File: config.mk
export PLATFORM = sky130hd
export DESIGN_NAME = mux_nx1_pipe
export DESIGN_NICKNAME = d
export VERILOG_FILES = /design/src/rtl/mux_nx1_pipe.sv
export SDC_FILE = /design/constraint.sdc
export NUM_CORES = 1
export LEC_CHECK = 0
export CORE_ASPECT_RATIO = 2
export CORE_UTILIZATION = 37
export CTS_BUF_LIST = sky130_fd_sc_hd__clkbuf_2 sky130_fd_sc_hd__clkbuf_4 sky130_fd_sc_hd__clkbuf_8
export DETAILED_ROUTE_END_ITERATION = 7
export PLACE_DENSITY = 0.82
export SYNTH_ARGS = -nofsm -noshare
export SYNTH_HDL_FRONTEND = slang
export SYNTH_SLANG_ARGS = --single-unit
File: constraint.sdc
create_clock -name i_clk -period 1.6 [get_ports i_clk]
set_input_delay 0.16 -clock i_clk [delete_from_list [all_inputs] [get_ports i_clk]]
set_output_delay 0.16 -clock i_clk [all_outputs]
set_load 0.01 [all_outputs]
File: src/rtl/mux_nx1_pipe.sv
// N-to-1 selector feeding a two-entry (main + skid) registered buffer with
// valid/ready on both sides and a saturating out-of-range select counter.

module mux_nx1_pipe_lane #(
  parameter int DATA_WIDTH = 12,
  parameter int SEL_WIDTH  = 2,
  parameter int IDX        = 0
) (
  input  logic [SEL_WIDTH-1:0]  sel,
  input  logic [DATA_WIDTH-1:0] din,
  output logic [DATA_WIDTH-1:0] dout
);
  assign dout = (sel == SEL_WIDTH'(IDX)) ? din : '0;
endmodule

module mux_nx1_pipe #(
  parameter int DATA_WIDTH    = 12,
  parameter int NUM_INPUTS    = 4,
  parameter int SEL_WIDTH     = $clog2(NUM_INPUTS),
  parameter int ERR_CNT_WIDTH = 8
) (
  input  logic                             i_clk,
  input  logic                             i_rst,
  input  logic [NUM_INPUTS*DATA_WIDTH-1:0] i_data,
  input  logic [SEL_WIDTH-1:0]             i_sel,
  input  logic                             i_valid,
  output logic                             o_ready,
  input  logic                             i_flush,
  output logic [DATA_WIDTH-1:0]            o_data,
  output logic                             o_valid,
  input  logic                             i_ready,
  output logic                             o_sel_err,
  output logic [ERR_CNT_WIDTH-1:0]         o_err_cnt
);

  typedef struct packed {
    logic [DATA_WIDTH-1:0] data;
    logic                  err;
  } entry_t;

  typedef enum logic [1:0] {S_EMPTY, S_ONE, S_FULL} state_t;

  logic [NUM_INPUTS-1:0][DATA_WIDTH-1:0] ch;
  logic [NUM_INPUTS-1:0][DATA_WIDTH-1:0] lane_out;
  logic [DATA_WIDTH-1:0]                 mux_data;
  logic                                  sel_oor;
  entry_t                                mux_ent, main_q, skid_q;
  state_t                                state_q, state_d;
  logic                                  accept, drain;
  logic                                  ld_main_mux, ld_main_skid, ld_skid;

  assign ch = i_data;

  // Each lane passes its channel only when selected; an out-of-range select
  // matches no lane, so the OR-reduction naturally yields zero.
  for (genvar k = 0; k < NUM_INPUTS; k++) begin : g_lane
    mux_nx1_pipe_lane #(
      .DATA_WIDTH(DATA_WIDTH),
      .SEL_WIDTH (SEL_WIDTH),
      .IDX       (k)
    ) u_lane (
      .sel (i_sel),
      .din (ch[k]),
      .dout(lane_out[k])
    );
  end

  always_comb begin
    mux_data = '0;
    for (int k = 0; k < NUM_INPUTS; k++) mux_data |= lane_out[k];
  end

  assign sel_oor      = ({1'b0, i_sel} >= (SEL_WIDTH+1)'(NUM_INPUTS));
  assign mux_ent.data = mux_data;
  assign mux_ent.err  = sel_oor;

  assign o_valid = (state_q != S_EMPTY);
  assign o_ready = (state_q != S_FULL);
  assign accept  = i_valid & o_ready;
  assign drain   = o_valid & i_ready;

  always_ff @(posedge i_clk or posedge i_rst) begin
    if (i_rst) state_q <= S_EMPTY;
    else       state_q <= state_d;
  end

  always_comb begin
    state_d      = state_q;
    ld_main_mux  = 1'b0;
    ld_main_skid = 1'b0;
    ld_skid      = 1'b0;
    case (state_q)
      S_EMPTY: if (accept) begin
        state_d     = S_ONE;
        ld_main_mux = 1'b1;
      end
      S_ONE: begin
        if (accept && !drain) begin
          state_d = S_FULL;
          ld_skid = 1'b1;
        end else if (drain && !accept) begin
          state_d = S_EMPTY;
        end else if (accept && drain) begin
          ld_main_mux = 1'b1;
        end
      end
      S_FULL: if (drain) begin
        state_d      = S_ONE;
        ld_main_skid = 1'b1;
      end
      default: state_d = S_EMPTY;
    endcase
    // Flush discards any accept; a concurrent drain has already completed.
    if (i_flush) begin
      state_d      = S_EMPTY;
      ld_main_mux  = 1'b0;
      ld_main_skid = 1'b0;
      ld_skid      = 1'b0;
    end
  end

  always_ff @(posedge i_clk or posedge i_rst) begin
    if (i_rst) begin
      main_q <= '0;
      skid_q <= '0;
    end else begin
      if (ld_main_mux)       main_q <= mux_ent;
      else if (ld_main_skid) main_q <= skid_q;
      if (ld_skid)           skid_q <= mux_ent;
    end
  end

  always_ff @(posedge i_clk or posedge i_rst) begin
    if (i_rst)
      o_err_cnt <= '0;
    else if (accept && sel_oor && !i_flush && (o_err_cnt != '1))
      o_err_cnt <= o_err_cnt + 1'b1;
  end

  assign o_data    = main_q.data;
  assign o_sel_err = main_q.err;

endmodule

# After elaboration in Yosys (flattened, before gate mapping)
# Index checks and enable logic that the tools add are counted.
# Widths: inputs -> output; s select.
[classes] add_sub_neg=0 multipliers=0 div=0 n_lt_le_gt_ge=0 eq_ne=9 shift=0 muxes=24 bitwise=5 n_reduce_logical=10
[op_table] op="$mux 12" count=4
[op_table] op="$or 12x12->12" count=3
[op_table] op="$mux 13" count=2
[op_table] op="$mux 1" count=11
[op_table] op="$mux 2" count=5
[op_table] op="$eq 2x2->1 const B" count=3
[op_table] op="$ne 3x3->1 const B" count=2
[op_table] op="$pmux 2 s3" count=1
[op_table] op="$eq 2x1->1 const B" count=2
[op_table] op="$logic_not 2->1" count=2
[op_table] op="$ne 4x4->1 const B" count=1
[op_table] op="$reduce_bool 2->1" count=2
[op_table] op="$logic_and 1x1->1" count=3
[op_table] op="$reduce_and 3->1" count=1
[op_table] op="$and 1x1->1" count=2
[op_table] op="$logic_not 1->1" count=2
[op_table] op="$ne 2x2->1 const B" count=1
[op_table] op="$pmux 1 s2" count=1
[totals] reg_bits=27 latchBits=0 ramBits=0 rom_bits=0 out_inout_bits=23 wordCells=52 memories=0

# Depth between registers and ports, before layout
[depth] word_depth=9 ltp_mapped=5

# Hierarchy
# A second synthesis with hierarchy kept.
[unflattened] cells_unflattened=195 area_unflattened_um2=1896.8
[by_module_without_submodules] mod="mux_nx1_pipe" n_inst=1 cells_each=139 area_each_um2=1390.1
[by_module_without_submodules] mod="mux_nx1_pipe_lane (g_lane[1].u_lane ...)" n_inst=2 cells_each=14 area_each_um2=123.9
[by_module_without_submodules] mod="mux_nx1_pipe_lane (g_lane[0].u_lane)" n_inst=1 cells_each=14 area_each_um2=162.7
[by_module_without_submodules] mod="mux_nx1_pipe_lane (g_lane[3].u_lane)" n_inst=1 cells_each=14 area_each_um2=96.3

# Least setup slack after synthesis
# No wires, ideal clock.
[synth_path] path_kind="register -> register" startpoint="register state_q[1]" endpoint="register main_q (netlist bit o_data[6])" arrival_time_ns=1.457 required_time_ns=1.475 setup_slack_ns=0.018 stages_incl_launch_ff=5 path_cell_list="dfrtp_1 nor3b_4 nand2_1 mux2_1 mux2_2"
[synth_between] elab_chain_len=9
[synth_rtl] element="start: declaration" line="48" rtl="state_t state_q, state_d;"
[synth_rtl] element="start signal: assignment" line="84" rtl="else state_q <= state_d;"
[synth_rtl] element="$ne 2x2->1 / $reduce_bool 2->1 (equally long branches)" line="78, 77"
[synth_rtl] element="$and 1x1->1 (on tied branches)" line="79, 80"
[synth_rtl] element="$logic_and 1x1->1 / $logic_not 1->1 (equally long branches)" line="103, 101"
[synth_rtl] element="$mux 1 / $logic_and 1x1->1 (equally long branches)" line="103, 101"
[synth_rtl] element="$mux 1" line="101" rtl="end else if (drain && !accept) begin"
[synth_rtl] element="$mux 1" line="98" rtl="if (accept && !drain) begin"
[synth_rtl] element="$pmux 1 s2" line="92" rtl="case (state_q)"
[synth_rtl] element="$mux 1" line="114" rtl="if (i_flush) begin"
[synth_rtl] element="$mux 13 / $reduce_bool 2->1 (equally long branches)"
[synth_rtl] element="end signal: assignment" line="127" rtl="if (ld_main_mux) main_q <= mux_ent;"
[synth_rtl] element="end signal: assignment" line="128" rtl="else if (ld_main_skid) main_q <= skid_q;"
[synth_rtl] element="end: declaration" line="47" rtl="entry_t mux_ent, main_q, skid_q;"
# Several ways; a longest one is shown, not always the timed one.
# A chain may end at the register's enable or synchronous reset.

# Worst setup path in the final report
[layout_path] startpoint="register state_q[1]" endpoint="register main_q (netlist bit o_data[7])"
# Same word-level chain as after synthesis.

==> flow_summary.yaml <==
run_status:
  status: "finished clean"
power:
  combinationalPowerShare_pct: 34.3
  power_mw: 2.277
  leakage_nw: 1.031
  clkPwrFrac_pct: 23.4
  switching_share_pct: 24.85
  switching_power_uw: 565.8
  peakVddDrop_mv: 1.025
  p_int_mw: 1.711
  pwr-share-seq_pct: 42.3
  p_per_area_nw_per_um2: 943.4
cells_and_area:
  drive_gt1_share_pct: 29.95
  final_util_pct: 62.15
  fin_nets: 243
  syn_to_final_growth_pct: 58.77
  nFillCells: 339
  stdcell_count: 238
  multi_input_area_um2: 819.5
  seqCellArea_um2: 651.9
  antenna-diode-count: 0
clocking:
  clk_path_buf_depth: 2
  cts_num_sinks: 26
  numCtsBuffers: 3
  cts-root-buf: "clkbuf_8"
  ctsHtreeMaxLevel: 1
  insertion_delay_ns: 0.26
  clk_pin_slew_worst_paths_ns: 0.09
  cts_hold_buffers: 0
  cts_tree: "built"
worst_setup_path:
  cp-end-kind: "flop"
  cp.required_ns: 1.75
  startpoint_type: "flop"
  path_max_fanout: 6
  worstPathArrival_ns: 1.72
  r2r_slack_ns: 0.03
  path_class: "flop to flop"
timing:
  clock_skew_ns: 0.005816
  fin_crit_sh_pct: 98.02
  setup-tns-final_ns: 0
  rsz0062_at_grt: "no"
  max_clock_freq_mhz: 637.6
  slew_violations: 0
  setup_viol: 0
  whs_ns: 0.2422
  finalHoldViolCount: 0
  period_needed_ns: 1.568
grt:
  grt_max_degree: 27
  grt_pass1_wl_um: 5934
  grt-ovfl-total: 0
  antenna_found_initial: 0
  grt_usage_pct: 19.18
  grt_pass1_vias: 1316
die:
  num_io_pins: 78
  rows: 32
  die_area_um2: 4385
  start_util_pct: 39.14
  core_um2: 3884
  die_y_um: 92.65
  die_w_um: 47.33
logic_synthesis:
  syn_inst: 108
  synthFlopType: "dfrtp_1"
  synth_fa_ha_area_share_pct: 0
  synth_xor_area_share_pct: 0
  syn-cell-area_um2: 1520
  synth_mux_area_share_pct: 34.57
  syn_avg_cell_area_um2: 14.08
  synth_async_sr_flop_share_pct: 100.0
  yosys.area_share.simple_pct: 8.724
  synth_top_family_by_area: "multiplexers"
  yosysSeqAreaShare_pct: 42.80
  synth-compound-area-share_pct: 6.996
  yosysUniqueCellTypes: 27
  ys_ff_latch: 26
  ys_warn_count: 0
  synth_edf_count: 0
detailed_routing:
  vias_per_cell: 5.134
  drtIter0Drc: 13
  drc_errors: 0
  vias: 1222
  postRouteAntennaNets: 0
  drt-total-wl_um: 3849
  wire_per_inst_um: 16.17
  dr.pass1.iters: 6
placed_design:
  place_congestion: 0.8160
  post-dp-hpwl_um: 3134
  dp.cells: 233
  io_buffers: 68
worst_hold_path:
  hold_path.class: "input port to asynchronous set/reset pin"
job:
  maxCapViolCount: 0
[power by group through the flow]
stage | sequential (mW) | clock [mW] | combinational [mW]
after global placement | 0.953 | 0 | 0.753
after global routing | 0.985 | 0.567 | 0.832
after detailed placement | 0.970 | 0 | 0.782
final | 0.964 | 0.533 | 0.781
after CTS | 0.961 | 0.535 | 0.785
after floorplan | 0.983 | 0 | 0.349
[cells in the final DEF (no fill, tap or decap)]
cell type,count
buf_4,11
dlymetal6s2s_1,1
a21oi_1,1
buf_12,2
nand2_2,1
bufinv_16,1
nor2_1,1
nand2_1,3
nand2b_4,2
a221o_1,7
nand3b_1,1
nand2b_1,1
conb_1,9
inv_1,1
o21a_1,1
dfrtp_1,25
clkbuf_8,3
a211oi_1,1
o22a_1,1
dfrtp_2,1
mux4_2,10
or2_2,1
mux4_1,2
nor3b_4,1
mux2_1,2
nor2b_2,1
a21o_2,1
clkdlybuf4s50_1,65
dlygate4sd2_1,2
mux2_2,20
nor3b_2,1
and3_1,7
[per-stage QoR]
stage               area [um2]  worst slack (ns)
CTS                       2400          0.003413
detailed placement        2312           -0.5002
floorplan                 1550           0.01834
global route              2414          0.006328
global placement          2312           -0.4335
finish                    2414           0.03173
[sequential cells by signal, summed over array words and instances, names as in the netlist]
name     count
o_data      12
skid_q      12
state_q      2
[cells in the mapped netlist (2+ instances only)]
cell type / number / area [um2]
buf_2: 2 / 10.01
and3_1: 7 / 43.79
mux2_2: 20 / 225.2
mux2_1: 2 / 22.52
dfrtp_1: 26 / 650.6
nand2b_1: 3 / 18.77
nand2_1: 4 / 15.01
buf_4: 9 / 67.56
a221o_1: 7 / 70.07
mux4_1: 2 / 52.55
mux4_2: 10 / 225.2
[worst paths after layout]
kind | from | to | depth (start not counted)
min in group i_clk | o_data[4] | o_data[4] | 1
hold / removal | i_rst | skid_q[8] | 3
setup reg to reg | state_q[1] | o_data[7] | 4
setup / recovery | state_q[1] | o_data[7] | 4
max in group asynchronous | i_rst | state_q[1] | 3
hold reg to reg | o_data[4] | o_data[4] | 1
[layout make-up]
| class | count | share of cell area [%] |
|---|---|---|
| multi-input combinational | 75 | 33.96 |
| timing repair buffer | 81 | 33.28 |
| sequential | 26 | 27.01 |
| tap | 51 | 2.644 |
| clock buffer | 3 | 1.711 |
| clock inverter | 1 | 1.244 |
| inverter | 1 | 0.1555 |
[logic make-up after synthesis]
logic type      after synthesis
compound gates               12
buf+inv                      15
flops                        26
mux                          34
other cells                   1
simple gates                 20
[worst max-delay path: stages, from the launching register on]
cell     delay (ns)
dfrtp_2        0.48
nor3b_4        0.23
nand2_2        0.14
mux2_1         0.34
mux2_2         0.26
[timing repair]
item / CTS / global route
hold endpoints to repair: 0 / 0
pin swaps: 0 / 1
gates resized for setup: 5 / 4
setup buffers: 1 / 0
endpoints found under the setup margin: 14 / 15
cloned: 0 / 0
[metal layers]
| layer | part of all wire, % | up-vias | wire length, um | GRT usage, % |
|---|---|---|---|---|
| met5 | 0 | - | 0 | 0 |
| met4 | 1.7 | 0 | 67 | 7.143 |
| met3 | 2.8 | 4 | 109 | 1.365 |
| met2 | 62 | 43 | 2391 | 37.21 |
| met1 | 33 | 612 | 1280 | 18.73 |
| li1 | - | 563 | - | - |
No activity file was read; power rests on OpenSTA's default activity.
==> RTL edit 1, RTL diff (same flow settings) <==
`DATA_WIDTH` is set to 12 in 2 places; all go to 6.
--- a/src/rtl/mux_nx1_pipe.sv
+++ b/src/rtl/mux_nx1_pipe.sv
@@ -3,5 +3,5 @@
 
 module mux_nx1_pipe_lane #(
-  parameter int DATA_WIDTH = 12,
+  parameter int DATA_WIDTH = 6,
   parameter int SEL_WIDTH  = 2,
   parameter int IDX        = 0
@@ -15,5 +15,5 @@
 
 module mux_nx1_pipe #(
-  parameter int DATA_WIDTH    = 12,
+  parameter int DATA_WIDTH    = 6,
   parameter int NUM_INPUTS    = 4,
   parameter int SEL_WIDTH     = $clog2(NUM_INPUTS),
Ports: changed (resized i_data and o_data); port bits go from 78 to 48. No check against the original RTL was run, so the function may have changed too.
==> RTL edit 1 against the unedited design <==
  * Cell count is 42% lower
  * Total power shrank 47%
  * Critical path type unchanged
  * Sequential power fell by 49%
  * Clock power is 46% lower
  * Routed wire length decreased by 52%
  * Cell area decreased by 43%
  * Worst hold slack gained 0.025 ns
  * Sequential cell count fell by 12
  * Largest power group unchanged
  * Area after synthesis down 40%
  * Maximum frequency rose by 1.3%
  * Worst setup slack gained 0.021 ns
  * Clock skew shrank 0.0038 ns
  * Via count is 43% lower
==> RTL edit 1: results (changes against the unedited design) <==
.. list-table::
   :header-rows: 1

   * - Metric
     - Value
   * - Non-clock buffer share of cell area
     - 0.325 (-0.00827)
   * - Status
     - complete, no violations
   * - Ratio of cells with drive above 1 in the final layout
     - 0.324 (+0.0249)
   * - DR WL met3
     - 115 microns (+5.5%)
   * - Count of nets after finishing
     - 144 (-41%)
   * - Wire length of the first global-routing pass
     - 3.01 mm (-49%)
   * - CP Max Fanout
     - 7 (+1)
   * - Wire length on met2
     - 1.03 mm (-57%)
   * - Critical Path Max Stage Delay
     - 0.45 ns (-0.03 ns)
   * - Inverters
     - 2 (+1)
   * - Port bufs
     - 38 (-44%)
   * - Clock sink total
     - 14 (-46%)
   * - Met1 demand-to-capacity share in global routing
     - 0.163 (-0.0243)
   * - Repair and plain buffers
     - 45 (-44%)
   * - Dominant cells by area after synthesis
     - dfrtp_1 (39%), mux2_2 (15%), mux4_2 (15%), mux2_4 (10%), buf_4 (7.5%)
   * - Clock transition at the registers of the reported paths
     - 0.05 ns (-0.04 ns)
   * - Sum of routed wire segments on met1
     - 632 microns (-51%)
   * - Total length of routed wires
     - 1.83 mm (-52%)
   * - Commonest cells post-synth
     - dfrtp_1 (14), mux2_2 (12), buf_4 (9), mux2_4 (6), mux4_2 (6)
   * - Fin Clk Skew
     - 0.00205 ns (-0.00377 ns)
   * - Leakage
     - 0.590 nW (-43%)
   * - Worst VDD drop
     - 475 uV (-54%)
   * - Global-route track usage on met2
     - 0.280 (-0.0924)
   * - Number of unique standard cell types used by synthesis
     - 21 (-22%)
   * - # Post-CTS Setup Buffers
     - 0 (-1)
   * - Sw Share
     - 0.246 (-0.00241)
   * - Met3 track demand over resource in global routing
     - 0.0275 (+0.0139)
   * - DR iter-0 viols
     - 7 (-6)
   * - Fillcell total
     - 212 (-37%)
   * - Synthesized-area fraction occupied by ao, oa, aoi and oai cells
     - 0.0304 (-0.0395)
   * - GP Congestion
     - 0.658 (-19%)
   * - Slowest cell on the critical path
     - dfrtp_1
   * - Sequential cell area
     - 350 sq um (-46%)
   * - Arrival time worst endpoint
     - 1.68 ns (-0.04 ns)
   * - HPWL after detailed placement
     - 1.51 mm (-52%)
   * - Number of detailed-routing iterations run before antenna repair
     - 2 (-4)
   * - Multiplexer area fraction after synthesis
     - 0.409 (+0.0637)
   * - Count of multi-input combinational gates
     - 47 (-37%)
   * - Clock-cell share
     - 0.0300 (+0.000451)
   * - Post-synthesis sequential area ratio
     - 0.387 (-0.0407)
==> RTL edit 1: cell types whose count changed after synthesis, sizes merged, moves of 2 or more <==
cell	before	now
nand2b	3	0
dfrtp	26	14
a221o	7	0
and3	7	0
clkbuf	2	0
mux2	22	18
nand2	4	2
mux4	12	6
==> RTL edit 1: final timing paths <==
| path | from | to | slack, ns | depth (start not counted) |
|---|---|---|---|---|
| min in group i_clk | skid_q[6] | skid_q[6] | 0.51 | 1 |
| max | state_q[1] | o_data[5] | 0.05 | 4 |
| min | i_rst | o_data[4] | 0.27 | 2 |
| max in group asynchronous | i_rst | skid_q[3] | 0.98 | 2 |
| max reg2reg | state_q[1] | o_data[5] | 0.05 | 4 |
| min reg2reg | skid_q[6] | skid_q[6] | 0.51 | 1 |
==> RTL edit 1: what timing repair did <==
item	4_1_cts	5_1_grt
setup endpoints to repair	1	7
gates resized for setup	1	2
endpoints found under the hold margin	0	0
==> RTL edit 1: through the flow <==
stage / instances / cell area, sq um / total power [mW] / setup WS (ns) / util
floorplan: 74 / 935 / 0.727 / 0.139 / -
global placement: 135 / 1330 / 0.904 / -0.124 / 0.567
finish: 138 / 1380 / 1.20 / 0.0524 / 0.587
CTS: 138 / 1370 / 1.21 / 0.0435 / 0.584
global route: 138 / 1380 / 1.27 / 0.00959 / 0.587
detailed placement: 135 / 1330 / 0.925 / -0.179 / 0.567
==> RTL edit 1: power by group through the flow <==
stage | clock network [mW] | logic, mW | registers (mW)
5_1_grt | 0.309 | 0.452 | 0.507
3_5_place_dp | 0 | 0.423 | 0.502
6_report | 0.287 | 0.420 | 0.493
2_1_floorplan | 0 | 0.219 | 0.508
3_3_place_gp | 0 | 0.410 | 0.493
4_1_cts | 0.294 | 0.425 | 0.495
==> RTL edit 2, RTL diff (same settings) <==
Without the edit above. Encoding of `state_t`: now one-hot (3 bits for 3 states).
--- a/src/rtl/mux_nx1_pipe.sv
+++ b/src/rtl/mux_nx1_pipe.sv
@@ -39,5 +39,5 @@
   } entry_t;
 
-  typedef enum logic [1:0] {S_EMPTY, S_ONE, S_FULL} state_t;
+  typedef enum logic [2:0] {S_EMPTY = 3'b001, S_ONE = 3'b010, S_FULL = 3'b100} state_t;
 
   logic [NUM_INPUTS-1:0][DATA_WIDTH-1:0] ch;
Check against the original RTL: no difference found for any inputs over 10 cycles, from zero or initial values and one cycle with i_rst high; not proved beyond that.
==> RTL edit 2 against the unedited design <==
  * Area after synthesis rose by 3.7%
  * Sequential power fell by 12%
  * Total power fell by 18%
  * Critical path type unchanged
  * Cell area rose by 3.4%
  * The run now ends with setup timing left
  * Routed wire length fell by 4.2%
  * Die area rose by 3.6%
  * Worst setup slack got worse by 0.28 ns
  * Clock skew fell by 0.0052 ns
  * Worst hold slack got worse by 0.011 ns
  * Non-clock buffer count rose by 1
  * Sequential cell count rose by 1
==> RTL edit 2: results (changes against the unedited design) <==
.. list-table::
   :header-rows: 1

   * - Metric
     - Value
   * - Status
     - finished with violations
   * - Violations in the final reports
     - setup timing
   * - Worst hold path type
     - in -> async
   * - Cell count of the worst reg-to-reg path
     - 4 (unchanged)
   * - Number of detailed-routing iterations run before antenna repair
     - 4 (-2)
   * - Clock root buffer
     - clkbuf_8
   * - DR iter-0 viols
     - 17 (+4)
   * - Warnings, synthesis
     - 0 (unchanged)
   * - Post-synthesis sequential area ratio
     - 0.429 (+0.00138)
   * - Maximum number of pins on one net before global-route repair
     - 28 (+3.7%)
   * - Ratio of cells with drive above 1 in the final layout
     - 0.255 (-0.0444)
   * - CP Max Fanout
     - 13 (+7)
   * - Count of pins over their slew limit
     - 0 (unchanged)
   * - GP Congestion
     - 0.734 (-10%)
   * - Setup ws final
     - -0.244 ns (-0.276 ns)
   * - Worst VDD drop
     - 423 uV (-59%)
   * - Number of endpoints failing setup at the final stage
     - 22 (+22)
   * - Number of antenna repair diodes
     - 0 (unchanged)
   * - Fin Clk Skew
     - 0.000642 ns (-0.00517 ns)
   * - Number of unique standard cell types used by synthesis
     - 29 (+7.4%)
   * - Dominant cells by area after synthesis
     - dfrtp_1 (41%), mux4_2 (17%), mux2_4 (8.6%), a22o_1 (6.7%), a21o_1 (5.7%)
   * - Average wire per standard cell
     - 14.9 microns (-8.1%)
   * - Sw Share
     - 0.249 (about the same)
   * - Detailed-route via count
     - 1,270 (+3.9%)
   * - Global-route usage over all layers
     - 0.174 (-0.0179)
   * - Endpoint of the worst register-to-register path
     - skid_q[3]
   * - Number of global-route vias before repair
     - 1,308 (-0.61%)
   * - HPWL after detailed placement
     - 2.85 mm (-9.0%)
   * - Number of buffers on the longest clock path
     - 2 (unchanged)
   * - Count of nets after finishing
     - 252 (+3.7%)
   * - Port bufs
     - 68 (unchanged)
   * - Commonest cells post-synth
     - dfrtp_1 (26), a21o_1 (12), a22o_1 (12), mux4_2 (12)
   * - Arrival time worst endpoint
     - 2.01 ns (+0.29 ns)
   * - Wire length of the first global-routing pass
     - 5.62 mm (-5.4%)
   * - Setup TNS
     - -2.95 ns (-2.95 ns)
   * - Leakage
     - 1.19 nW (+16%)
   * - Area of placed instances
     - 2360 sq um (+1.9%)
   * - Clock transition at the registers of the reported paths
     - 0.08 ns
   * - Launching point of the worst reg2reg path
     - state_q[2]
   * - Antenna violations before repair
     - 0 (unchanged)
[RTL edit 2: power by group through the flow]
stage,clock (mW),combinational [mW],sequential (mW)
2_1_floorplan,0,0.249,0.883
3_3_place_gp,0,0.588,0.860
3_5_place_dp,0,0.601,0.863
4_1_cts,0.406,0.618,0.849
5_1_grt,0.425,0.670,0.862
6_report,0.398,0.618,0.849
[RTL edit 2: timing repair]
item / 4_1_cts / 5_1_grt
setup buffers: 1 / 1
cloned: 1 / 0
endpoints found under the setup margin: 27 / 23
resized for setup: 9 / 10
endpoints found under the hold margin: 0 / 0
[RTL edit 2: worst max-delay path: stages (launching register included)]
cell and delay [ns]:
dfrtp_1 0.39, or3b_1 0.37, or4b_4 0.51, buf_12 0.17, mux2_4 0.29
[RTL edit 2: cells by family after synthesis]
group,count (synthesis),share of synthesized area
and+or+nand+nor,17,0.0706
xor gates and xnor gates,1,0.00556
AOI/OAI and AO/OA,29,0.140
DFF,27,0.429
other,1,0.00238
buffers and inverters,19,0.0730
muxes,24,0.279
[RTL edit 2: area by class of cell]
type | instances | area (sq um)
multi-input combinational | 80 | 837
inverter | 3 | 11.3
timing repair buffer | 82 | 857
tap | 52 | 65.1
clock buffer | 4 | 48.8
fill | 316 | 1590
sequential | 27 | 677
[RTL edit 2: routing by layer]
metal  GRT usage  up-vias  share of wire
li1            -      582              -
met4      0.0764        0          0.024
met1       0.178      635           0.33
met3      0.0250        9          0.030
met2       0.317       44           0.61
met5           0        -              0
[RTL edit 2: worst max-delay path by stage]
stage / startpoint / end / slack, ns / depth (start not counted)
after floorplan: state_q[2] / skid_q[1] / -0.32 / 5
after global placement: i_valid / skid_q[3] / -0.56 / 5
after detailed placement: i_valid / skid_q[2] / -0.57 / 5
after CTS: i_valid / skid_q[3] / -0.27 / 5
after global routing: state_q[2] / skid_q[6] / -0.28 / 4
final: state_q[2] / skid_q[3] / -0.24 / 4
[RTL edit 2: per-stage QoR]
step | utilization | hold WS [ns] | setup slack, ns | power (mW) | std cells
2_1_floorplan | - | 0.212 | -0.323 | 1.13 | 126
3_3_place_gp | 0.576 | 0.458 | -0.561 | 1.45 | 241
3_5_place_dp | 0.576 | 0.465 | -0.571 | 1.46 | 241
4_1_cts | 0.600 | 0.241 | -0.267 | 1.87 | 247
5_1_grt | 0.611 | 0.271 | -0.282 | 1.96 | 248
6_report | 0.611 | 0.231 | -0.244 | 1.87 | 248
